`config.mk`:
```
export PLATFORM = sky130hd
export DESIGN_NAME = addsub_seq_8bit
export DESIGN_NICKNAME = d
export VERILOG_FILES = /design/src/rtl/addsub_seq_8bit.sv
export SDC_FILE = /design/constraint.sdc
export NUM_CORES = 1
export LEC_CHECK = 0
export BUFFER_PORTS_ARGS = -buffer_cell sky130_fd_sc_hd__buf_2
export CORE_MARGIN = 2
export CORE_UTILIZATION = 49
export CTS_CLUSTER_DIAMETER = 30
export DETAILED_ROUTE_END_ITERATION = 10
export GPL_ROUTABILITY_DRIVEN = 0
export PLACE_DENSITY = 0.89
export SLEW_MARGIN = 20
export SYNTH_ARGS = -nofsm -noshare
export SYNTH_HDL_FRONTEND = slang
export SYNTH_SLANG_ARGS = --single-unit
export TNS_END_PERCENT = 5
```
`constraint.sdc`:
```
create_clock -name clk -period 2.2 [get_ports clk]
set_input_delay 0.44 -clock clk [delete_from_list [all_inputs] [get_ports clk]]
set_output_delay 0.44 -clock clk [all_outputs]
set_load 0.005 [all_outputs]
```
`src/rtl/addsub_seq_8bit.sv`:
```
// addsub_seq_8bit: sequencing front end for the 8-bit ripple add/sub datapath.
// Accepts one request at a time over in_valid/in_ready, conditions operand B for
// subtraction, waits SETTLE_CYC cycles for the ripple chain, captures the adder
// outputs and presents them over out_valid/out_ready. Keeps an accumulator
// (ops 10/11) and a sticky overflow flag.
// Optional build macro: ADDSUB_SAT_EN -- saturate captured results on overflow.
module addsub_seq_8bit #(
    parameter int SETTLE_CYC = 2
) (
    input  logic       clk,
    input  logic       rst,
    input  logic       in_valid,
    output logic       in_ready,
    input  logic [1:0] in_op,
    input  logic [7:0] in_a,
    input  logic [7:0] in_b,
    output logic [7:0] adder_a,
    output logic [7:0] adder_b,
    output logic       adder_cin,
    input  logic [7:0] adder_s,
    input  logic       adder_cout,
    input  logic       adder_ov,
    output logic       out_valid,
    input  logic       out_ready,
    output logic [7:0] out_s,
    output logic       out_cout,
    output logic       out_ov,
    output logic [7:0] acc,
    output logic       ov_sticky,
    input  logic       clr_sticky
);

    typedef enum logic [1:0] {
        IDLE   = 2'd0,
        SETTLE = 2'd1,
        HOLD   = 2'd2
    } state_t;

    localparam logic [3:0] CNT_LOAD = 4'(SETTLE_CYC - 1);

    state_t     state_reg, state_next;
    logic [3:0] cnt_reg;
    logic [7:0] opa_reg, opb_reg;
    logic       cin_reg;
    logic       acc_op_reg;
    logic [7:0] out_s_reg;
    logic       out_cout_reg, out_ov_reg;
    logic [7:0] acc_reg;
    logic       ov_sticky_reg;

    logic       accept, capture;
    logic [7:0] cap_s;

    // Result value to capture: raw sum, or clamped toward the A operand's sign on overflow.
`ifdef ADDSUB_SAT_EN
    assign cap_s = adder_ov ? (opa_reg[7] ? 8'h80 : 8'h7F) : adder_s;
`else
    assign cap_s = adder_s;
`endif

    // State register.
    always_ff @(posedge clk or posedge rst) begin
        if (rst) begin
            state_reg <= IDLE;
        end else begin
            state_reg <= state_next;
        end
    end

    // Next-state logic and handshake strobes.
    always_comb begin
        state_next = state_reg;
        in_ready   = 1'b0;
        out_valid  = 1'b0;
        accept     = 1'b0;
        capture    = 1'b0;
        unique case (state_reg)
            IDLE: begin
                in_ready = 1'b1;
                if (in_valid) begin
                    accept     = 1'b1;
                    state_next = SETTLE;
                end
            end
            SETTLE: begin
                if (cnt_reg == 4'd0) begin
                    capture    = 1'b1;
                    state_next = HOLD;
                end
            end
            HOLD: begin
                out_valid = 1'b1;
                if (out_ready) begin
                    state_next = IDLE;
                end
            end
            default: state_next = IDLE;
        endcase
    end

    // Settle counter: loaded on acceptance, counts down while the ripple chain settles.
    always_ff @(posedge clk or posedge rst) begin
        if (rst) begin
            cnt_reg <= 4'd0;
        end else if (accept) begin
            cnt_reg <= CNT_LOAD;
        end else if (state_reg == SETTLE && cnt_reg != 4'd0) begin
            cnt_reg <= cnt_reg - 4'd1;
        end
    end

    // Operand register: drives the adder directly and holds until the next acceptance.
    always_ff @(posedge clk or posedge rst) begin
        if (rst) begin
            opa_reg    <= 8'h00;
            opb_reg    <= 8'h00;
            cin_reg    <= 1'b0;
            acc_op_reg <= 1'b0;
        end else if (accept) begin
            opa_reg    <= in_op[1] ? acc_reg : in_a;
            opb_reg    <= in_op[0] ? ~in_b : in_b;
            cin_reg    <= in_op[0];
            acc_op_reg <= in_op[1];
        end
    end

    // Result registers: loaded once per operation at the end of the settle window.
    always_ff @(posedge clk or posedge rst) begin
        if (rst) begin
            out_s_reg    <= 8'h00;
            out_cout_reg <= 1'b0;
            out_ov_reg   <= 1'b0;
        end else if (capture) begin
            out_s_reg    <= cap_s;
            out_cout_reg <= adder_cout;
            out_ov_reg   <= adder_ov;
        end
    end

    // Accumulator: updated only by the accumulator ops, with the captured result.
    always_ff @(posedge clk or posedge rst) begin
        if (rst) begin
            acc_reg <= 8'h00;
        end else if (capture && acc_op_reg) begin
            acc_reg <= cap_s;
        end
    end

    // Sticky overflow: a capture with overflow beats a simultaneous clear.
    always_ff @(posedge clk or posedge rst) begin
        if (rst) begin
            ov_sticky_reg <= 1'b0;
        end else if (capture && adder_ov) begin
            ov_sticky_reg <= 1'b1;
        end else if (clr_sticky) begin
            ov_sticky_reg <= 1'b0;
        end
    end

    assign adder_a   = opa_reg;
    assign adder_b   = opb_reg;
    assign adder_cin = cin_reg;
    assign out_s     = out_s_reg;
    assign out_cout  = out_cout_reg;
    assign out_ov    = out_ov_reg;
    assign acc       = acc_reg;
    assign ov_sticky = ov_sticky_reg;

endmodule

```
== Word level (Yosys, flattened, before mapping) ==
Cells that the tools add are included.
Operators by class
  $add $sub $neg: 1
  equal/unequal tests: 5
  mux-type cells: 16
  bitwise logic cells: 1
  reduce and logical (&&, ||, !) cells: 9
Operators with widths (number)
  2-to-1 mux 8 bit: 2
  2-to-1 mux 1 bit: 8
  2-to-1 mux 4 bit: 2
  NOT 8 bit: 1
  2-to-1 mux 2 bit: 3
  != test 2 bit, second input constant: 3
  case mux 2 bit (3 select lines): 1
  zero test 4 bit: 1
  nonzero test 2 bit: 2
  nonzero test 4 bit: 1
  subtractor 4 x 1 -> 4 bit, second input constant: 1
  logical AND 1 bit: 3
  AND reduction 3 bit: 1
  == test 2 x 1 -> 1 bit, second input constant: 1
  == test 2 bit, second input constant: 1
  zero test 2 bit: 1
Storage, ports and cells
  register bits: 43
  input port bits: 33
  output and inout port bits: 38
  logic and storage cells: 43

== Logic depth before layout (Yosys ltp) ==
  word-level depth: 5
  gate-level depth with buffers: 6
  depth with buffers taken out: 5

== Worst setup path after synthesis ==
Ideal clock, no wire load.
  path type: register to register
  from: register cnt_reg[0]
  to: register acc_reg[7] (netlist: acc[7])
  setup time: 0.127 ns
  data arrival time: 1.485 ns
  required time: 2.073 ns
  path slack: 0.588 ns
  cell stages (with the launch flop): 7
  path buffers: 1
  period minus slack after synthesis: 1.612 ns
  path through: dfrtp_1 -> inv_1 -> ha_1 -> nor4b_4 -> and3_1 -> buf_6 -> mux2_1
On the way
  longest elaborated chain between the ends: 4
RTL lines
  start: declaration: line 42  | logic [3:0] cnt_reg;
  start signal: assignment: line 108  | cnt_reg <= cnt_reg - 4'd1;
  zero test 4 bit: line 86  | if (cnt_reg == 4'd0) begin
  2-to-1 mux 1 bit: line 86
  2-to-1 mux 1 bit: line 77  | unique case (state_reg)
  logical AND 1 bit: line 144  | end else if (capture && acc_op_reg) begin
  end signal: assignment: line 145  | acc_reg <= cap_s;
  end: declaration: line 48  | logic [7:0] acc_reg;
Every way passes these cells.
A chain may end at the register's enable or synchronous reset.

== Final worst setup path ==
Ends and elaborated chain as after synthesis.

==> results.toml <==
[logic_synthesis]
postSynthAreaPerCell_um2 = 12.5
synth.yosys.seq_area_share_pct = 55.8
yosysWarnings = 0
synth_top_area_cell = "sky130_fd_sc_hd__dfrtp_1"
synth_top_cell_area_share_pct = 55.8
ys_top_cells_by_count = "sky130_fd_sc_hd__dfrtp_1 (43), sky130_fd_sc_hd__nor2_1 (19), sky130_fd_sc_hd__a21oi_1 (17), sky130_fd_sc_hd__mux2_4 (15), sky130_fd_sc_hd__mux2i_1 (10)"
synth.area.top_cells = "sky130_fd_sc_hd__dfrtp_1 (56%), sky130_fd_sc_hd__mux2_4 (12%), sky130_fd_sc_hd__mux2i_1 (5.2%), sky130_fd_sc_hd__a21oi_1 (4.4%), sky130_fd_sc_hd__nor2_1 (3.7%)"
yosys_register_bits = 43
synth_enable_flop_cells = 0
synth_cell_type_count = 27
syn_inst = 154
synth_flop_cell = "sky130_fd_sc_hd__dfrtp_1"
synth_area_um2 = 1930
library_cell_with_the_highest_instance_count_after_synthesis = "sky130_fd_sc_hd__dfrtp_1"
synthArstFlopShare_pct = 100
synth.net_count = 189

[timing]
period_minus_slack_ps = 1950
setup_repair_after_global_routing_missed_its_margin = "false"
slew_viol_final = 0
max_slew_margin_pct = 60.1
finalHoldViolations = 0
finalCritPeriodShare_pct = 88.6
hold-worst-slack_ps = 60.4
finClkSkew_ps = 5.79
postLayoutSetupSlackWorst_ps = 252
number_of_endpoints_failing_setup_at_the_final_stage = 0
max_clock_freq_mhz = 513
fin_tns_setup_ps = 0
tightest_slew_ps = 596

[clocking]
postCtsSetupRepairBufs = 0
cts_hold_buffers = 0
clock_insertion_delay_worst_skew_ps = 280
cts_max_path_buffers = 2
cts.clk_slew.worst_paths_ps = 70
clkSinkCount = 43
cts_buffers = 5
h-tree-depth = 2
cts_tree = "built"
clock-root-buffer = "sky130_fd_sc_hd__clkbuf_8"
post_cts_resized = 0

[placed_design]
pre_cts_slack_ps = 249
port_buffers = 70
detailedPlacementHpwl_um = 2890

[setup_path]
worst-path-max-fanout = 8
r2r_cells = 5
critical-path-top-delay-family = "simple AND/OR/NAND/NOR gates"
signal_arrival_time_at_the_worst_endpoint_ps = 2110
endpoint_kind = "flip-flop"
critical_path_s_largest_stage_delay_ps = 520
rr_endpoint = "acc[7]$_DFFE_PP0P_"
timing.critical_path.from_type = "flip-flop"
r2r-start = "cnt_reg[0]$_DFFE_PP0P_"
cp.required_ps = 2360
ff2ff_setup_slack_ps = 250
timing.setup.critical_path_class = "reg -> reg"
critical-path-slowest-cell = "sky130_fd_sc_hd__and3_1"
path_cells = "inv_1 > ha_1 > nor4b_4 > and3_1 > mux2_1"
path_buf_inv = 1

[grt]
global_route.overflow_total = 0
highest_utilization_routing_layer_at_the_global_route_stage = "met2"
grt_pass1_wl_um = 5860
grt_max_degree = 35
groute.layer.met2.usage_pct = 28.5
vias_in_the_first_global_route = 1211
use_met1_pct = 23.6
grt_antenna_before_repair = 0
met3_usage_pct = 4.90
grt_use_total_pct = 18.0

[detailed_routing]
firstDrtPassIters = 4
antenna_violating_nets_post_route = 0
remaining_drc_errors = 0
wirelength_um = 3780
drtIter0Drc = 109
drt-wirelength-per-cell_um = 13.9
vias_per_std_cell = 4.99
route.vias.total = 1362

[power]
ir_worst_vdd_mv = 0.886
leakage_nw = 1.22
power_mw = 3.33
powerDensity_nw_per_um2 = 1390

[hold_path]
hold_class = "in -> async"

[finish]
multi_input_area_um2 = 774
share_of_final_layout_standard_cells_stronger_than_drive_strength_1_pct = 45.8
regArea_um2 = 1080
layout-area-overhead-vs-synth_pct = 24.1
finalCoreUtilization_pct = 64.4
layout.filler_cells = 293
n_antenna_cell = 0
finalNetCount = 260

[run]
cap_viol_max_count = 0

[outcome]
run_status = "completed"

[floorplanning]
die_x_um = 66.7
placement_rows = 22
core-area_um2 = 3720
io_pins = 71
die_area_um2 = 4450
initial_utilization_pct = 51.9
die_height_um = 66.7
[layout make-up]
cell class                 count  share of cell area (%)
multi-input combinational     96                    32.4
timing repair buffer          73                    15.6
tap                           48                    2.51
clock inverter                 1                   0.209
clock buffer                   6                    3.45
sequential                    43                    45.0
inverter                       6                   0.941
[cells by family after synthesis]
family / synth area share, %
AO/OA/AOI/OAI: 6.75
XOR/XNOR: 3.63
adder cells (fa/ha/maj): 1.30
buffers and inverters: 4.28
flip-flops: 55.8
multiplexers: 19.2
AND/OR/NAND/NOR: 9.02
[through the flow]
stage,cells,area (µm²)
2_1_floorplan,154,1930
3_3_place_gp,266,2310
3_5_place_dp,266,2310
4_1_cts,273,2390
5_1_grt,273,2390
6_report,273,2390
[worst max path at each step]
stage,slack (ps),startpoint,cells after the start,to
6_report,250,cnt_reg[0]$_DFFE_PP0P_,5,acc[7]$_DFFE_PP0P_
5_1_grt,170,cnt_reg[0]$_DFFE_PP0P_,5,acc[7]$_DFFE_PP0P_
4_1_cts,240,cnt_reg[0]$_DFFE_PP0P_,5,acc[7]$_DFFE_PP0P_
3_5_place_dp,250,cnt_reg[0]$_DFFE_PP0P_,5,acc[7]$_DFFE_PP0P_
3_3_place_gp,370,cnt_reg[0]$_DFFE_PP0P_,5,acc[7]$_DFFE_PP0P_
2_1_floorplan,590,cnt_reg[0]$_DFFE_PP0P_,6,acc[7]$_DFFE_PP0P_
[where the power goes]
part	switching, mW	internal (mW)	total (mW)
logic	0.582	0.786	1.37
clock network	0.236	0.246	0.482
registers	0.289	1.19	1.47
total	1.11	2.22	3.33
[cell usage in the layout (no fill, tap or decap), types with 3 or more instances in the layout]
master                     instances
sky130_fd_sc_hd__mux2_2            3
sky130_fd_sc_hd__inv_1             5
sky130_fd_sc_hd__o21ai_0           4
sky130_fd_sc_hd__mux2i_1          10
sky130_fd_sc_hd__a21oi_1          17
sky130_fd_sc_hd__dfrtp_1          43
sky130_fd_sc_hd__nor3_1            3
sky130_fd_sc_hd__nor2_1           19
sky130_fd_sc_hd__buf_4             3
sky130_fd_sc_hd__clkbuf_8          6
sky130_fd_sc_hd__xnor2_1           8
sky130_fd_sc_hd__mux2_4           15
sky130_fd_sc_hd__buf_2            70
[routing by layer]
metal	share of wire, %	vias up
met5	0	-
met4	1.5	0
met3	6.6	7
met2	48	50
met1	44	644
li1	-	661
No activity file was read; power rests on OpenSTA's default activity.
